$ cat src/rtl/bcd_seg_scan.sv
// bcd_seg_scan: display back end for the double-dabble converter.
// Captures three BCD digits on a load strobe and time-multiplexes them onto a
// shared 7-segment bus with one-hot digit enables. A value that arrives while
// the display is scanning is held and committed only at a frame boundary
// (the D3->D1 wrap), so one frame never mixes old and new digits.
// Optional feature macro: LEAD_ZERO_BLANK_EN (blank leading zeros in the
// hundreds and tens slots). Without it all three digits are always shown.
module bcd_seg_scan #(
  parameter int REFRESH_DIV    = 4,
  parameter bit SEG_ACTIVE_LOW = 1'b0
) (
  input  logic       clk,
  input  logic       clear,
  input  logic       load,
  input  logic [3:0] digit3,
  input  logic [3:0] digit2,
  input  logic [3:0] digit1,
  output logic [6:0] seg,
  output logic [2:0] an,
  output logic       ready,
  output logic       frame
);

  // Dwell counter counts 0..REFRESH_DIV-1; keep it at least one bit wide so
  // REFRESH_DIV=1 still elaborates.
  localparam int DW = (REFRESH_DIV > 1) ? $clog2(REFRESH_DIV) : 1;
  localparam logic [DW-1:0] DWELL_LAST = DW'(REFRESH_DIV - 1);

  typedef enum logic [1:0] {
    IDLE = 2'd0,
    D1   = 2'd1,
    D2   = 2'd2,
    D3   = 2'd3
  } state_t;

  state_t          r_state;
  state_t          w_nextState;
  logic [DW-1:0]   r_dwell;
  logic [DW-1:0]   w_nextDwell;
  logic            w_slotDone;
  logic            w_wrap;

  logic [3:0]      r_shadowDigit3;
  logic [3:0]      r_shadowDigit2;
  logic [3:0]      r_shadowDigit1;
  logic [3:0]      r_pendDigit3;
  logic [3:0]      r_pendDigit2;
  logic [3:0]      r_pendDigit1;
  logic            r_pending;
  logic            r_frame;

  logic [3:0]      w_slotDigit;
  logic            w_slotBlank;
  logic            w_blankHundreds;
  logic            w_blankTens;
  logic [6:0]      w_segRaw;
  logic [2:0]      w_anRaw;

  // BCD to {g,f,e,d,c,b,a}; codes 10..15 are not BCD and show a dash.
  function automatic logic [6:0] decodeBcd(input logic [3:0] value);
    logic [6:0] pattern;
    case (value)
      4'd0:    pattern = 7'h3F;
      4'd1:    pattern = 7'h06;
      4'd2:    pattern = 7'h5B;
      4'd3:    pattern = 7'h4F;
      4'd4:    pattern = 7'h66;
      4'd5:    pattern = 7'h6D;
      4'd6:    pattern = 7'h7D;
      4'd7:    pattern = 7'h07;
      4'd8:    pattern = 7'h7F;
      4'd9:    pattern = 7'h6F;
      default: pattern = 7'h40;
    endcase
    return pattern;
  endfunction

  // Next-state logic: a load wakes the scanner from IDLE, then each digit slot
  // lasts REFRESH_DIV cycles and the D3->D1 transition marks the frame wrap.
  always_comb begin
    w_nextState = r_state;
    w_nextDwell = r_dwell;
    w_slotDone  = (r_dwell == DWELL_LAST);
    w_wrap      = 1'b0;
    case (r_state)
      IDLE: begin
        w_nextDwell = '0;
        if (load) begin
          w_nextState = D1;
        end
      end
      D1: begin
        if (w_slotDone) begin
          w_nextState = D2;
          w_nextDwell = '0;
        end else begin
          w_nextDwell = r_dwell + DW'(1);
        end
      end
      D2: begin
        if (w_slotDone) begin
          w_nextState = D3;
          w_nextDwell = '0;
        end else begin
          w_nextDwell = r_dwell + DW'(1);
        end
      end
      D3: begin
        if (w_slotDone) begin
          w_nextState = D1;
          w_nextDwell = '0;
          w_wrap      = 1'b1;
        end else begin
          w_nextDwell = r_dwell + DW'(1);
        end
      end
      default: begin
        w_nextState = IDLE;
        w_nextDwell = '0;
      end
    endcase
  end

  // State and dwell registers; clear drops straight back to IDLE.
  always_ff @(posedge clk) begin
    if (clear) begin
      r_state <= IDLE;
      r_dwell <= '0;
    end else begin
      r_state <= w_nextState;
      r_dwell <= w_nextDwell;
    end
  end

  // Digit capture: from IDLE the value goes straight to the shadow; while
  // scanning it is parked in the pend registers and promoted at the wrap. A
  // load on the wrap edge promotes the older pend data and parks the new one.
  always_ff @(posedge clk) begin
    if (clear) begin
      r_shadowDigit3 <= '0;
      r_shadowDigit2 <= '0;
      r_shadowDigit1 <= '0;
      r_pendDigit3   <= '0;
      r_pendDigit2   <= '0;
      r_pendDigit1   <= '0;
      r_pending      <= 1'b0;
      r_frame        <= 1'b0;
    end else begin
      r_frame <= w_wrap;
      if (r_state == IDLE) begin
        if (load) begin
          r_shadowDigit3 <= digit3;
          r_shadowDigit2 <= digit2;
          r_shadowDigit1 <= digit1;
        end
      end else begin
        if (w_wrap && r_pending) begin
          r_shadowDigit3 <= r_pendDigit3;
          r_shadowDigit2 <= r_pendDigit2;
          r_shadowDigit1 <= r_pendDigit1;
        end
        if (load) begin
          r_pendDigit3 <= digit3;
          r_pendDigit2 <= digit2;
          r_pendDigit1 <= digit1;
          r_pending    <= 1'b1;
        end else if (w_wrap) begin
          r_pending <= 1'b0;
        end
      end
    end
  end

`ifdef LEAD_ZERO_BLANK_EN
  // Leading-zero suppression: tens only blanks when hundreds is also zero.
  always_comb begin
    w_blankHundreds = (r_shadowDigit3 == 4'd0);
    w_blankTens     = (r_shadowDigit3 == 4'd0) && (r_shadowDigit2 == 4'd0);
  end
`else
  // Every digit is always shown, leading zeros included.
  always_comb begin
    w_blankHundreds = 1'b0;
    w_blankTens     = 1'b0;
  end
`endif

  // Slot decode straight from the registered state and shadow digits; a
  // blanked slot keeps its timing but drives nothing onto the bus.
  always_comb begin
    w_slotDigit = 4'd0;
    w_slotBlank = 1'b1;
    w_anRaw     = 3'b000;
    case (r_state)
      D1: begin
        w_slotDigit = r_shadowDigit1;
        w_slotBlank = 1'b0;
        w_anRaw     = 3'b001;
      end
      D2: begin
        w_slotDigit = r_shadowDigit2;
        w_slotBlank = w_blankTens;
        w_anRaw     = w_blankTens ? 3'b000 : 3'b010;
      end
      D3: begin
        w_slotDigit = r_shadowDigit3;
        w_slotBlank = w_blankHundreds;
        w_anRaw     = w_blankHundreds ? 3'b000 : 3'b100;
      end
      default: begin
        w_slotDigit = 4'd0;
        w_slotBlank = 1'b1;
        w_anRaw     = 3'b000;
      end
    endcase
    w_segRaw = w_slotBlank ? 7'h00 : decodeBcd(w_slotDigit);
  end

  // Output polarity: a common-anode board wants both buses inverted.
  always_comb begin
    seg   = SEG_ACTIVE_LOW ? ~w_segRaw : w_segRaw;
    an    = SEG_ACTIVE_LOW ? ~w_anRaw  : w_anRaw;
    ready = ~r_pending;
    frame = r_frame;
  end

endmodule
$ cat config.mk
export PLATFORM = sky130hd
export DESIGN_NAME = bcd_seg_scan
export DESIGN_NICKNAME = d
export VERILOG_FILES = /design/src/rtl/bcd_seg_scan.sv
export SDC_FILE = /design/constraint.sdc
export NUM_CORES = 1
export LEC_CHECK = 0
export CAP_MARGIN = 0
export CORE_UTILIZATION = 47
export DETAILED_ROUTE_END_ITERATION = 10
export PLACE_DENSITY_LB_ADDON = 0.15
export SLEW_MARGIN = 25
export SYNTH_ARGS = -nofsm -noshare
export SYNTH_HDL_FRONTEND = slang
export SYNTH_SLANG_ARGS = --single-unit
$ cat constraint.sdc
create_clock -name clk -period 2.5 [get_ports clk]
set_clock_uncertainty 0.15 [all_clocks]
set_input_delay 0.375 -clock clk [delete_from_list [all_inputs] [get_ports clk]]
set_output_delay 0.375 -clock clk [all_outputs]
set_load 0.03 [all_outputs]
==> reports/metrics.yaml, run 1 <==
stdcell_count: 278
chipWidth_um: 59.9
syn2layout_area_growth_pct: 48.8
grt.overflow.total: 0
grt_setup_unrepaired: "yes"
report.final.setup_viol: 7
criticalPathCategory: "register to primary output"
detailed_router_s_first_iteration_violation_count: 91
r2r-start: "r_state[0]$_SDFFE_PP0P_"
worst_hold_startpoint: "r_dwell[0]$_SDFF_PP0_"
antenna-diode-count: 0
detail_route.vias_per_cell: 5.37
num-fill-cells: 208
vdd_ir_drop_max_uv: 560
clock_tree.htree_level_count: 2
post_synthesis_sequential_area_ratio_pct: 38.1
startpoint: "r_state[1]$_SDFFE_PP0P_"
final_core_occ_pct: 75.0
postSynthCellCount: 179
number_of_buffers_inserted_by_port_buffering: 26
yosysTopAreaCell: "dfxtp_1"
post-route-period-util_pct: 119
worst_hold_path_type: "register to register"
synth.most_common_cell: "dfxtp_1"
fin_hold_ws_ns: 0.284
fmax_ghz: 0.337
start_kind: "register"
synth.top_cell.area_share_pct: 38.1
run_status: "finished, violations left"
cts_buffer_depth: 2
worst_r2r_path_depth: 8
cts.hold.buffers_added: 0
top_level_ports: 27
synth-compound-area-share_pct: 19.0
wl_per_cell_um: 14.3
tritoncts.num_buffers: 5
placed_cells: 254
final_nets: 263
synth-edff-count: 0
combinational_family_with_the_most_area_after_synthesis: "compound AO/OA/AOI/OAI gates"
floorplan.initialDensity_pct: 50.4
largest_net_degree_at_the_start_of_global_routing: 31
wirelength_um: 3980
cap_viol_max_count: 0
yosys.area_share.simple_pct: 15.4
synthFlopType: "dfxtp_1"
core_area_sq_um: 3130
grtUsageTotal_pct: 24.5
cp-end-kind: "primary output"
clockRootBuffer: "clkbuf_4"
worst-endpoint-arrival_ns: 2.44
clock_tree_from_tritoncts: "done"
wire_length_of_the_first_global_routing_pass_um: 6350
leak_pwr_nw: 0.972
hold-path-endpoint: "r_dwell[0]$_SDFF_PP0_"
timing.critical_path.fanout_max: 4
timing.final.hold_violations: 0
fin_crit_ns: 2.96
post_synthesis_share_of_cell_area_spent_on_full_adders_half_adders_and_majority_gates_pct: 11.9
cts.clk_slew.worst_paths_ns: 0.10
drive_above_1_share_pct: 34.2
cp_data_required_time_ns: 1.98
ys_async_sr_fraction_pct: 0
post_synth_xor_area_fraction_pct: 0
footprint_of_the_multi_input_gates_sq_um: 1050
grt_pass1_vias: 1408
syn_avg_cell_area_sq_um: 8.81
worst_r2r_end: "r_shadowDigit1[1]$_SDFFE_PP0P_"
synth_seq_cells: 30
synth_top_cells_by_area: "dfxtp_1 (38%), ha_1 (12%), mux2i_1 (8.9%)"
share_of_cell_area_taken_by_muxes_after_synthesis_pct: 10.3
final_max_slew_viol_count: 0
setup-tns-final_ns: -2.88
violations_in_the_final_reports: "negative setup slack"
timing_worst_slew_pin_value_ns: 0.889
number_of_antenna_violations_at_the_first_check_in_global_routing: 0
synthesis.area_sq_um: 1580
gp_congestion: 0.881
reg2reg_setup_slack_ns: 0.38
total_number_of_vias: 1494
drt_first_pass_iters: 6
sequential_cell_area_sq_um: 608
synth.distinct_cells: 28
timing.slew.headroom_pct: 40.6
dieArea_sq_um: 3590
tritoncts_num_sinks: 30
final_critical_path_setup_slack_ns: -0.463
die_y_extent_um: 59.9
power.density_cell_area_nw_per_um2: 1260
clk-insertion-delay-late_ns: 0.34
floorplan.rows: 20
top_post_synthesis_cells_by_count: "dfxtp_1 (30), nand2_1 (28), a21oi_1 (20)"
drc: 0
hold_path_depth: 1
synth.net_count: 209
detail-route-antenna-nets: 0
synthesis.yosys.warnings: 0
place_hpwl_um: 2490
==> state kept, by name, summed over array words and instances (netlist names) <==
| name | count |
|---|---|
| frame | 1 |
| r_pendDigit3 | 4 |
| r_pendDigit2 | 4 |
| r_dwell | 2 |
| r_state | 2 |
| r_shadowDigit2 | 4 |
| r_pending | 1 |
| r_pendDigit1 | 4 |
| r_shadowDigit1 | 4 |
| r_shadowDigit3 | 4 |
==> cell families after synthesis <==
kind of cell,after synthesis
adders and majority gates,15
and+or+nand+nor,55
AOI/OAI and AO/OA,44
buffers and inverters,19
DFF,30
muxes,16
==> what timing repair did <==
item                                    CTS  global route
endpoints found under the setup margin    7             7
resized for setup                        21            11
pin swaps                                 8             9
buffers inserted                         14             3
==> routing by layer <==
metal / vias to the layer above / track usage (%) / share of wire, %
li1: 733 / - / -
met1: 704 / 29.3 / 41
met2: 46 / 40.5 / 51
met3: 11 / 6.06 / 4.9
met4: 0 / 12.6 / 2.8
met5: - / 0 / 0
==> power breakdown <==
part	internal (mW)	switching (mW)	total [mW]	leakage, nW
registers	0.619	0.0964	0.715	0.247
clock network	0.212	0.176	0.388	0.0428
logic	0.876	0.970	1.85	0.681
total	1.71	1.24	2.95	0.972
==> stage by stage <==
step	setup WS [ns]	cell area, sq um	power [mW]
5_1_grt	-0.516	2350	3.13
3_5_place_dp	-0.116	2020	2.25
3_3_place_gp	-0.0406	2020	2.21
6_report	-0.463	2350	2.95
4_1_cts	-0.351	2280	2.85
2_1_floorplan	-0.0132	1660	1.79
==> layout make-up <==
type	count	area share (%)
tap	44	2.35
clock buffer	6	1.76
timing repair buffer	59	22.3
multi-input combinational	130	44.7
clock inverter	2	1.55
sequential	30	25.9
inverter	7	1.44
==> cells in the final DEF, fill, tap and decap left out, types with 5 or more instances in the layout <==
cell type	n
buf_6	9
clkbuf_4	5
mux2i_1	13
a211oi_1	12
nand2_1	28
clkdlybuf4s50_1	19
nor2_1	15
dfxtp_1	28
buf_4	31
ha_1	7
a21oi_1	16
==> critical path: stages (launching register included) <==
cell and delay, ns:
dfxtp_4 0.41, inv_4 0.06, ha_4 0.17, a222oi_1 0.34
buf_4 0.19, or2_4 0.17, inv_4 0.06, ha_2 0.18
nor2b_2 0.14, o21ai_2 0.11, a21oi_4 0.14, buf_6 0.15
==> worst max-delay path by stage <==
stage / to / slack, ns / depth (start not counted)
floorplan: seg[6] / -0.01 / 8
global placement: seg[0] / -0.04 / 10
detailed placement: seg[6] / -0.12 / 9
CTS: seg[6] / -0.35 / 9
global route: seg[5] / -0.52 / 10
finish: seg[0] / -0.46 / 11
Power figures use the tool's default switching activity.
==> inputs of run 2 (changes only) <==
--- a/config.mk
+++ b/config.mk
@@ -7,9 +7,10 @@
 export LEC_CHECK = 0
 export CAP_MARGIN = 0
 export CORE_UTILIZATION = 47
+export CTS_CLUSTER_DIAMETER = 100
 export DETAILED_ROUTE_END_ITERATION = 10
 export PLACE_DENSITY_LB_ADDON = 0.15
-export SLEW_MARGIN = 25
+export SLEW_MARGIN = 20
 export SYNTH_ARGS = -nofsm -noshare
 export SYNTH_HDL_FRONTEND = slang
 export SYNTH_SLANG_ARGS = --single-unit
==> results of run 2 <==
Same layout as run 1: the final DEF is identical, and so are final timing and power.
